`config.mk`:
```
export PLATFORM = sky130hd
export DESIGN_NAME = fetch_unit
export DESIGN_NICKNAME = d
export VERILOG_FILES = /design/src/rtl/fetch_unit.sv
export SDC_FILE = /design/constraint.sdc
export NUM_CORES = 1
export LEC_CHECK = 0
export CAP_MARGIN = 20
export CORE_ASPECT_RATIO = 1.25
export CORE_MARGIN = 2
export CORE_UTILIZATION = 54
export CTS_BUF_LIST = sky130_fd_sc_hd__clkbuf_16
export CTS_CLUSTER_DIAMETER = 30
export DETAILED_ROUTE_END_ITERATION = 8
export PLACE_DENSITY_LB_ADDON = 0.05
export SLEW_MARGIN = 40
export SYNTH_ARGS = -nofsm -noshare
export SYNTH_HDL_FRONTEND = slang
export SYNTH_SLANG_ARGS = --single-unit
```
`constraint.sdc`:
```
create_clock -name clk -period 4.5 [get_ports clk]
set_input_delay 0.675 -clock clk [delete_from_list [all_inputs] [get_ports clk]]
set_output_delay 0.675 -clock clk [all_outputs]
set_load 0.01 [all_outputs]
```
`src/rtl/fetch_unit.sv`:
```
// Instruction-fetch front end: issues read-only requests to the instruction
// mem_system and buffers returned words in a 2-entry queue for decode.
module fetch_unit #(
    parameter logic [15:0] RESET_PC = 16'h0000
) (
    input  logic        clk,
    input  logic        rst,
    input  logic        redirect,
    input  logic [15:0] redirect_pc,
    input  logic        halt,
    input  logic        id_stall,
    output logic [15:0] mem_addr,
    output logic        mem_rd,
    output logic        mem_wr,
    output logic [15:0] mem_data_in,
    input  logic [15:0] mem_data_out,
    input  logic        mem_done,
    input  logic        mem_err,
    output logic [15:0] instr,
    output logic [15:0] instr_pc,
    output logic        instr_valid,
    output logic        fetch_err
);

    typedef enum logic [1:0] {
        IDLE = 2'd0,
        REQ  = 2'd1,
        ERR  = 2'd2
    } state_t;

    localparam int DEPTH = 2;

    state_t      state_reg;
    logic [15:0] fetch_pc_reg;
    logic [15:0] pend_pc_reg;
    logic        squash_reg;
    logic        mem_rd_reg;
    logic        fetch_err_reg;
    logic [1:0]  occ_reg;
    logic [1:0]  occ_next;
    logic        head_reg;

    logic        in_err;
    logic        done_ok;
    logic        capture;
    logic        dequeue;
    logic        flush;
    logic        start_ok;
    logic        tail;

    logic [15:0] entry_instr [DEPTH];
    logic [15:0] entry_pc    [DEPTH];

    always_comb begin
        in_err   = (state_reg == ERR);
        done_ok  = (state_reg == REQ) && mem_done && !mem_err;
        capture  = done_ok && !squash_reg && !redirect;
        dequeue  = instr_valid && !id_stall && !in_err;
        flush    = redirect && !in_err;
        occ_next = 2'd0;
        if (!flush) begin
            occ_next = occ_reg + {1'b0, capture} - {1'b0, dequeue};
        end
        start_ok = !halt && (occ_next <= 2'd1);
        // A capture only happens with at most one entry resident, so the
        // slot after the head is always free.
        tail     = head_reg ^ occ_reg[0];
    end

    genvar gi;
    generate
        for (gi = 0; gi < DEPTH; gi++) begin : g_entry
            logic [15:0] instr_reg;
            logic [15:0] pc_reg;

            always_ff @(posedge clk) begin
                if (capture && (tail == 1'(gi))) begin
                    instr_reg <= mem_data_out;
                    pc_reg    <= fetch_pc_reg;
                end
            end

            assign entry_instr[gi] = instr_reg;
            assign entry_pc[gi]    = pc_reg;
        end
    endgenerate

    always_ff @(posedge clk) begin
        if (rst) begin
            state_reg     <= IDLE;
            fetch_pc_reg  <= RESET_PC;
            pend_pc_reg   <= RESET_PC;
            squash_reg    <= 1'b0;
            mem_rd_reg    <= 1'b0;
            fetch_err_reg <= 1'b0;
            occ_reg       <= 2'd0;
            head_reg      <= 1'b0;
        end else begin
            case (state_reg)
                IDLE: begin
                    if (redirect) begin
                        fetch_pc_reg <= redirect_pc;
                    end
                    if (start_ok) begin
                        state_reg  <= REQ;
                        mem_rd_reg <= 1'b1;
                    end
                end
                REQ: begin
                    if (mem_err) begin
                        state_reg     <= ERR;
                        mem_rd_reg    <= 1'b0;
                        fetch_err_reg <= 1'b1;
                        squash_reg    <= 1'b0;
                    end else if (mem_done) begin
                        if (redirect) begin
                            fetch_pc_reg <= redirect_pc;
                        end else if (squash_reg) begin
                            fetch_pc_reg <= pend_pc_reg;
                        end else begin
                            fetch_pc_reg <= fetch_pc_reg + 16'd2;
                        end
                        squash_reg <= 1'b0;
                        state_reg  <= start_ok ? REQ : IDLE;
                        mem_rd_reg <= start_ok;
                    end else if (redirect) begin
                        // Address must stay put until Done; remember the target.
                        squash_reg  <= 1'b1;
                        pend_pc_reg <= redirect_pc;
                    end
                end
                ERR: begin
                    mem_rd_reg <= 1'b0;
                end
                default: begin
                    state_reg  <= IDLE;
                    mem_rd_reg <= 1'b0;
                end
            endcase

            if (!in_err) begin
                occ_reg <= occ_next;
                if (dequeue && !flush) begin
                    head_reg <= ~head_reg;
                end
            end
        end
    end

    always @(posedge clk) begin
        if (!rst) begin
            assert (occ_reg <= 2'd2);
        end
    end

    assign mem_addr    = fetch_pc_reg;
    assign mem_rd      = mem_rd_reg;
    assign mem_wr      = 1'b0;
    assign mem_data_in = 16'h0000;
    assign instr       = entry_instr[head_reg];
    assign instr_pc    = entry_pc[head_reg];
    assign instr_valid = (occ_reg != 2'd0);
    assign fetch_err   = fetch_err_reg;

endmodule
```
# [Word level (Yosys, flattened, before mapping)]
# Index checks and enable logic that the tools add are counted.
[totals] in_bits=39 elab_cells=85 register_bits=104 output_inout_bits=68
[op_classes] mux=25 bitwise=7 n_eq_ne=7 order_cmp=2 n_reduce_logical=29 add_sub_neg=3
[op_table] cell="$mux W16" count=11
[op_table] cell="$pmux W16 S2" count=1
[op_table] cell="$add A16 B2 Y16 const B" count=1
[op_table] cell="$logic_and A1 B1 Y1" count=11
[op_table] cell="$mux W2" count=4
[op_table] cell="$ne A2 B2 Y1 const B" count=4
[op_table] cell="$reduce_and A2 Y1" count=4
[op_table] cell="$reduce_and A4 Y1" count=2
[op_table] cell="$logic_not A1 Y1" count=7
[op_table] cell="$mux W1" count=7
[op_table] cell="$pmux W2 S3" count=1
[op_table] cell="$not A1 Y1" count=5
[op_table] cell="$reduce_bool A2 Y1" count=2
[op_table] cell="$ne A3 B3 Y1 const B" count=1
[op_table] cell="$reduce_and A3 Y1" count=1
[op_table] cell="$reduce_bool A3 Y1" count=1
[op_table] cell="$add A2 B1 Y2" count=1
[op_table] cell="$eq A2 B1 Y1 const B" count=1
[op_table] cell="$eq A2 B2 Y1 const B" count=1
[op_table] cell="$ge A2 B2 Y1 const B" count=1
[op_table] cell="$le A2 B1 Y1 const B" count=1
[op_table] cell="$logic_not A2 Y1" count=1
[op_table] cell="$not A1 Y2" count=1
[op_table] cell="$pmux W1 S2" count=1
[op_table] cell="2 further kinds" count=2

# [Logic depth before layout (Yosys ltp)]
# Gate-level depths: netlist (run 1).
[depth] depth_word=14 mapped_depth=14 depth_no_buf=11

# [Worst setup path before layout (run 1)]
# OpenSTA, ideal clock, no wires.
[synth_path] path_type="input to register" startpoint="input port redirect" endpoint="register g_entry[1].instr_reg[0] (enable)" required_time_ns=4.079 slack_ns=1.206 t_arrival_ns=2.873 stages=6 setup_ns=0.421 n_path_buf=2 path_cell_list="or3b_1 -> buf_2 -> buf_2 -> nor2_1 -> nand2_1 -> nor2_1"
[synth_between] elab_chain_len=3
[synth_rtl] element="start, declared" line="8" rtl="input logic redirect,"
[synth_rtl] element="$logic_not A1 Y1" line="57" rtl="capture = done_ok && !squash_reg && !redirect;"
[synth_rtl] element="$logic_and A1 B1 Y1" line="57"
[synth_rtl] element="$logic_and A1 B1 Y1" line="77" rtl="if (capture && (tail == 1'(gi))) begin"
[synth_rtl] element="end signal, assigned" line="78" rtl="instr_reg <= mem_data_out;"
[synth_rtl] element="end, declared" line="73" rtl="logic [15:0] instr_reg;"
# Every way passes these cells.
# A chain may end at the register's enable or synchronous reset.

# [Worst setup path in the final report (run 1)]
[layout_path] startpoint="input port redirect" endpoint="register state_reg[0]"
[layout_between] elab_chain_len=11 word_cells_on_any_way=14 classes_between="add/sub (2); order compare (1); eq/ne (1); mux (5); reduce/logical (5)"
[layout_rtl] element="$logic_not A1 Y1" line="57"
[layout_rtl] element="$logic_and A1 B1 Y1" line="57"
[layout_rtl] element="$add A2 B1 Y2" line="62" rtl="occ_next = occ_reg + {1'b0, capture} - {1'b0, dequeue};"
[layout_rtl] element="$sub A2 B1 Y2" line="62"
[layout_rtl] element="$mux W2 (*)" line="61" rtl="if (!flush) begin"
[layout_rtl] element="$le A2 B1 Y1 (*)" line="64" rtl="start_ok = !halt && (occ_next <= 2'd1);"
[layout_rtl] element="$logic_and A1 B1 Y1 (*)" line="64"
[layout_rtl] element="$mux W1" line="124" rtl="state_reg <= start_ok ? REQ : IDLE;"
[layout_rtl] element="$mux W2" line="115" rtl="end else if (mem_done) begin"
[layout_rtl] element="$mux W2" line="110" rtl="if (mem_err) begin"
[layout_rtl] element="$pmux W2 S3" line="99" rtl="case (state_reg)"
[layout_rtl] element="end signal, assigned" line="124"
[layout_rtl] element="end, declared" line="33" rtl="state_t state_reg;"
# Mark *: on every way between the ends. The rest lies on a longest branch, timed or not. The select of a mux whose other input is x is not followed.

==> results.json, run 1 <==
{
  "outcome": "finished clean",
  "gr-usage-all-layers": 0.1962,
  "hp-class": "reg -> reg",
  "skew_ns": 0.008487,
  "antenna_found_initial": 0,
  "cp-end-kind": "flip-flop",
  "setup_viol": 0,
  "async_flop_share": 0,
  "die_y_um": 107.6,
  "postCtsHoldBufs": 0,
  "maxSlewHeadroom": 0.4995,
  "drt-total-wl_um": 8908,
  "crit_chain": "clkdlybuf4s50_1, or3b_1, nor2_1, nand2_1, ha_1, inv_1, ha_1, xor2_1, xor2_1, a21oi_1, a21oi_1, a2111oi_0",
  "p_per_area_nw_per_um2": 348.5,
  "post-place-cells": 572,
  "crit_type": "in -> reg",
  "layout-drive-gt1-share": 0.1446,
  "crit_path_start_kind": "input pin",
  "grt_pass1_wl_um": 14300,
  "syn_to_final_growth_pct": 25.80,
  "finalHoldViolations": 0,
  "finalMaxSlewViolations": 0,
  "ctsLongestPathBuffers": 2,
  "fmax_mhz": 314.9,
  "p_leak_nw": 2.005,
  "post_cts_buffers": 0,
  "synth_area_per_cell_um2": 11.49,
  "cts_tree": "yes",
  "nNetsFinal": 528,
  "clk_pin_slew_ns": 0.07,
  "grt_max_degree": 33,
  "critPathTopFamily": "simple AND/OR/NAND/NOR gates",
  "tns_ns": 0,
  "ys_seq_area_frac": 0.5867,
  "synth-edff-count": 64,
  "ys_types": 44,
  "hold_path_depth": 2,
  "pre_cts_slack_ns": 1.004,
  "clock_latency_ns": 0.34,
  "cap_violations": 0,
  "drt_pass1_iterations": 4,
  "routed_via_density": 5.406,
  "die_w_um": 86.92,
  "critical_path_depth": 12,
  "io_pins": 107,
  "cpPeakStageDelay_ns": 0.57,
  "cts_root_buf": "clkbuf_16",
  "cp.arrival_ns": 3.40,
  "grt_pass1_vias": 2938,
  "htreeDepth": 3,
  "worst-path-buf-inv": 2,
  "start_util": 0.5600,
  "io_buffers": 89,
  "num_rows": 37,
  "antenna_cells": 0,
  "synth_area_um2": 4641,
  "reg2regPathDepth": 11,
  "rsz0062_at_grt": "false",
  "drtIter0Drc": 128,
  "tightest_slew_ns": 0.7485,
  "synth_seq_cells": 104,
  "die_area_um2": 9356,
  "antenna_left": 0,
  "cts-resized-gates": 0,
  "cts_buffers": 9,
  "synth.area.top_cells": "edfxtp_1, dfxtp_1, mux2_2, nand2_1, buf_4",
  "fin_ws_ns": 1.324,
  "cp_slowest_cell": "clkdlybuf4s50_1",
  "place_hpwl_um": 5983,
  "yosys_warnings": 0,
  "layout.cells.non_filler": 588,
  "place_congestion": 0.7683,
  "ys.flop_type": "edfxtp_1",
  "clkSinkCount": 104,
  "ir_drop_mv": 0.2567,
  "drc": 0,
  "min_period_ns": 3.176,
  "wire_per_inst_um": 15.15,
  "worstPathMaxFanout": 11,
  "gr-total-overflow": 0,
  "fin_crit_sh": 0.7057,
  "finish.utilization": 0.7045,
  "fin_hold_ws_ns": 0.4538,
  "synth_area_leader_cell": "edfxtp_1",
  "netlist_instances": 404,
  "worstPathRequired_ns": 4.73,
  "vias": 3179,
  "netlist.area_leader.share": 0.4141,
  "core_um2": 8287
}
[through the flow]
stage | area, um2 | total power [mW]
after global placement | 5523 | 1.305
after floorplan | 4701 | 1.216
after global routing | 5838 | 2.109
final | 5838 | 2.035
after detailed placement | 5552 | 1.310
after CTS | 5838 | 2.053
[logic make-up (layout without fill, tap and decap cells)]
kind of cell    count (synthesis)  count (layout)  share of synthesized area
compound gates                 72              72                     0.1078
xor+xnor                       15              15                    0.02831
fa+ha+maj                       3               3                   0.008089
buf+inv                        52             123                    0.06120
flops                         104             104                     0.5867
mux                            34              34                    0.08196
other cells                     1              17                  0.0008081
simple gates                  123             123                     0.1251
[cells in the mapped netlist, types with 10 or more instances]
| library cell | instances |
|---|---|
| inv_1 | 11 |
| nand2_1 | 56 |
| dfxtp_1 | 40 |
| o21ai_0 | 10 |
| buf_2 | 10 |
| nor2_1 | 24 |
| edfxtp_1 | 64 |
| buf_4 | 18 |
| a21oi_1 | 25 |
| mux2_2 | 32 |
[layout by cell type (no fill, tap or decap), types with 2 or more instances in the layout]
cell,Yosys,routed
nor4_1,3,3
edfxtp_1,64,64
o21ai_0,10,10
nand2b_1,4,4
mux2_2,32,32
o21ai_1,6,6
a21oi_1,25,25
nand3b_1,3,3
nand2_1,56,56
mux2i_1,2,2
nor4_2,2,2
nor2b_1,5,5
nor2_1,24,23
nand3_1,7,7
a21oi_2,6,6
clkdlybuf4s50_1,0,89
ha_1,3,3
clkinv_4,0,2
nand4_1,3,3
xor2_1,8,8
xnor2_1,7,7
nor3_1,8,8
and3_1,3,3
a311oi_1,4,4
a22oi_1,3,3
clkbuf_16,0,9
inv_1,11,11
buf_4,18,6
inv_8,0,2
dfxtp_1,40,40
inv_6,0,2
a211oi_1,4,4
o211ai_1,4,4
a311oi_2,6,6
conb_1,1,17
[worst register-to-register path, cell delays in order, from the launching register on]
cell,delay [ns]
dfxtp_1,0.47
or3b_1,0.40
nor2_1,0.13
nand2_1,0.12
ha_1,0.29
inv_1,0.04
ha_1,0.17
xor2_1,0.25
xor2_1,0.12
a21oi_1,0.22
a21oi_1,0.07
a2111oi_0,0.33
[routing by layer]
layer	track usage	vias to the layer above	part of all wire
li1	-	1580	-
met1	0.2655	1491	0.45
met2	0.3173	98	0.49
met3	0.03528	10	0.053
met4	0.06696	0	0.011
met5	0	-	0
[where the power goes]
group | internal, mW | total (mW) | switching, mW
registers | 1.04 | 1.08 | 0.0380
clock network | 0.387 | 0.747 | 0.359
logic | 0.108 | 0.211 | 0.103
[cell type report]
cell class	instances	area, um2
Sequential cell	104	2723
Clock inverter	7	61.31
Inverter	11	41.29
Fill cell	643	2449
Clock buffer	9	225.2
Tap cell	97	121.4
Multi-Input combinational cell	264	1703
Timing Repair Buffer	96	963.4
[path summary, 6_finish.rpt]
path / start / endpoint / slack [ns]
worst min register to register: pend_pc_reg[6] / pend_pc_reg[6] / 0.45
worst max-delay path: redirect / state_reg[0] / 1.32
worst min-delay path: pend_pc_reg[6] / pend_pc_reg[6] / 0.45
worst max register to register: state_reg[0] / state_reg[0] / 1.79
Power figures use the tool's default switching activity.
==> inputs of run 2 (changes only) <==
CORE_UTILIZATION = 50   (was 54)
clock period = 3 ns   (was 4.5 ns; I/O delays follow)
==> run 2 against run 1 <==
Net effect:
- clock power grew 55%
- die area grew 7.7%
- register-to-register slack lost 1.4 ns
- combinational power grew 53%
- sequential share of layout area shrank 0.47 points
- global-route usage shrank 0.94 points
- design area grew 1.1%
- worst setup slack lost 0.97 ns
- via count grew 0.35%
- sequential cell count is the same
- power grew 52%
- critical path type unchanged
- largest cell class unchanged
==> results.json, run 2 (synthesized netlist as in run 1, its figures left out) <==
{
  "fillers": 772,
  "layout_common_cells": "clkdlybuf4s50_1, edfxtp_1, nand2_1",
  "die_y_um": 111.7,
  "hold_path_depth": 2,
  "antenna_left": 0,
  "p_comb_frac": 0.104,
  "switching_share": 0.2333,
  "routed_via_density": 5.153,
  "met1_usage": 0.2491,
  "drt_pass1_iterations": 4,
  "min_from": "pend_pc_reg[4]",
  "cap_violations": 0,
  "gr-total-overflow": 0,
  "finalHoldViolations": 0,
  "reg2regPathDepth": 11,
  "ir_drop_mv": 0.3024,
  "cts_root_buf": "clkbuf_16",
  "core_um2": 9076,
  "post_cts_buffers": 0,
  "outcome": "finished clean",
  "htreeDepth": 3,
  "use_met3": 0.02909,
  "ctsLongestPathBuffers": 2,
  "clk_pin_slew_ns": 0.07,
  "num_rows": 39,
  "place_congestion": 0.7645,
  "skew_ns": 0.005231,
  "tns_ns": 0,
  "drt-total-wl_um": 9147,
  "crit_type": "in -> reg",
  "p_total_mw": 3.096,
  "layout-drive-gt1-share": 0.1512,
  "cp_slowest_cell": "clkdlybuf4s50_1",
  "place_hpwl_um": 6236,
  "antenna_cells": 0,
  "cp-end-kind": "flip-flop",
  "die_area_um2": 10070,
  "r2r-end": "state_reg[0]",
  "top_usage_layer": "met2",
  "p_leak_nw": 2.024,
  "cpPeakStageDelay_ns": 0.41,
  "p_per_area_nw_per_um2": 524.6,
  "worstPathRequired_ns": 3.23,
  "vias": 3190,
  "drtIter0Drc": 112,
  "gr-usage-all-layers": 0.1868,
  "min_period_ns": 2.642,
  "nNetsFinal": 533,
  "fmax_mhz": 378.6,
  "rsz0062_at_grt": "false",
  "rrSetupSlack_ns": 0.41,
  "fin_crit_sh": 0.8805,
  "cts_tree": "yes",
  "power.switching_mw": 0.7221,
  "drc": 0,
  "die_w_um": 90.17,
  "grt_pass1_vias": 3016,
  "r2r-start": "state_reg[0]",
  "setup_viol": 0,
  "crit_chain": "clkdlybuf4s50_1, or3b_1, nor2_1, nand2_1, ha_1, inv_1, ha_1, xor2_1, xor2_1, a21oi_1, a21oi_1, a2111oi_1",
  "io_pins": 107,
  "hp-class": "reg -> reg",
  "globalRouteMet2Util": 0.3048,
  "clock_latency_ns": 0.34,
  "maxSlewHeadroom": 0.5726,
  "syn_to_final_growth_pct": 27.15,
  "grt_max_degree": 33,
  "p_seq_frac": 0.522,
  "grt_pass1_wl_um": 15070,
  "tightest_slew_ns": 0.6392,
  "hold-path-endpoint": "pend_pc_reg[4]",
  "cts_buffers": 9,
  "io_buffers": 89,
  "start_util": 0.5113,
  "clkPwrFrac": 0.373,
  "cp.arrival_ns": 2.87,
  "worstPathMaxFanout": 3,
  "wire_per_inst_um": 14.78,
  "final_common_cell": "clkdlybuf4s50_1",
  "intPower_mw": 2.373,
  "finalMaxSlewViolations": 0,
  "antenna_found_initial": 0,
  "clkSinkCount": 104,
  "crit_path_start_kind": "input pin"
}
run 2: worst max-delay path, delay by kind of cell:
family,cells,cell delay [ns]
and+or+nand+nor,3,0.58
xor gates and xnor gates,2,0.36
buffers and inverters,2,0.47
AOI/OAI and AO/OA,3,0.59
adders and majority gates,2,0.42
run 2: worst max-delay path by stage:
stage | from | to | slack (ns) | cells after the start
after floorplan | redirect | state_reg[0] | 0.33 | 13
after detailed placement | redirect | state_reg[0] | 0.002 | 12
after global routing | redirect | state_reg[0] | 0.06 | 12
after CTS | redirect | state_reg[0] | 0.32 | 12
after global placement | redirect | state_reg[0] | 0.08 | 12
final | redirect | state_reg[0] | 0.36 | 12
run 2: through the flow:
step	std cells	setup slack [ns]	util	hold WS [ns]	instance area (um2)
after floorplan	420	0.3306	-	0.4311	4703
after global placement	603	0.08367	0.6172	0.4368	5602
after detailed placement	603	0.002035	0.6172	0.4437	5602
after CTS	619	0.3162	0.6500	0.4531	5899
after global routing	619	0.06373	0.6501	0.4749	5901
final	619	0.3584	0.6501	0.4537	5901
run 2: final cells by class:
class                   count  area [um2]  share of cell area
clock buffers               9       225.2             0.03817
clock inverters             7       72.57             0.01230
inverters                  11       41.29            0.006997
multi-input cells         264        1703              0.2886
flip-flops and latches    104        2724              0.4616
well taps                 123       153.9             0.02608
repair buffers            101       980.9              0.1662
run 2: layer usage:
layer,up-vias,routed length (um),part of all wire
li1,1586,-,-
met4,0,185,0.020
met1,1505,4154,0.45
met3,14,350,0.038
met5,-,0,0
met2,85,4456,0.49
run 2: timing repair:
action | CTS | global route
endpoints found under the setup margin | 0 | 1
hold buffers | 0 | 0
resized for setup | 0 | 1
hold endpoints to repair | 0 | 0
run 2: power by group through the flow:
stage | combinational [mW] | sequential (mW) | clock (mW)
final | 0.323 | 1.62 | 1.16
after global placement | 0.318 | 1.65 | 0
after global routing | 0.355 | 1.62 | 1.23
after floorplan | 0.183 | 1.64 | 0
after CTS | 0.325 | 1.62 | 1.18
after detailed placement | 0.323 | 1.65 | 0
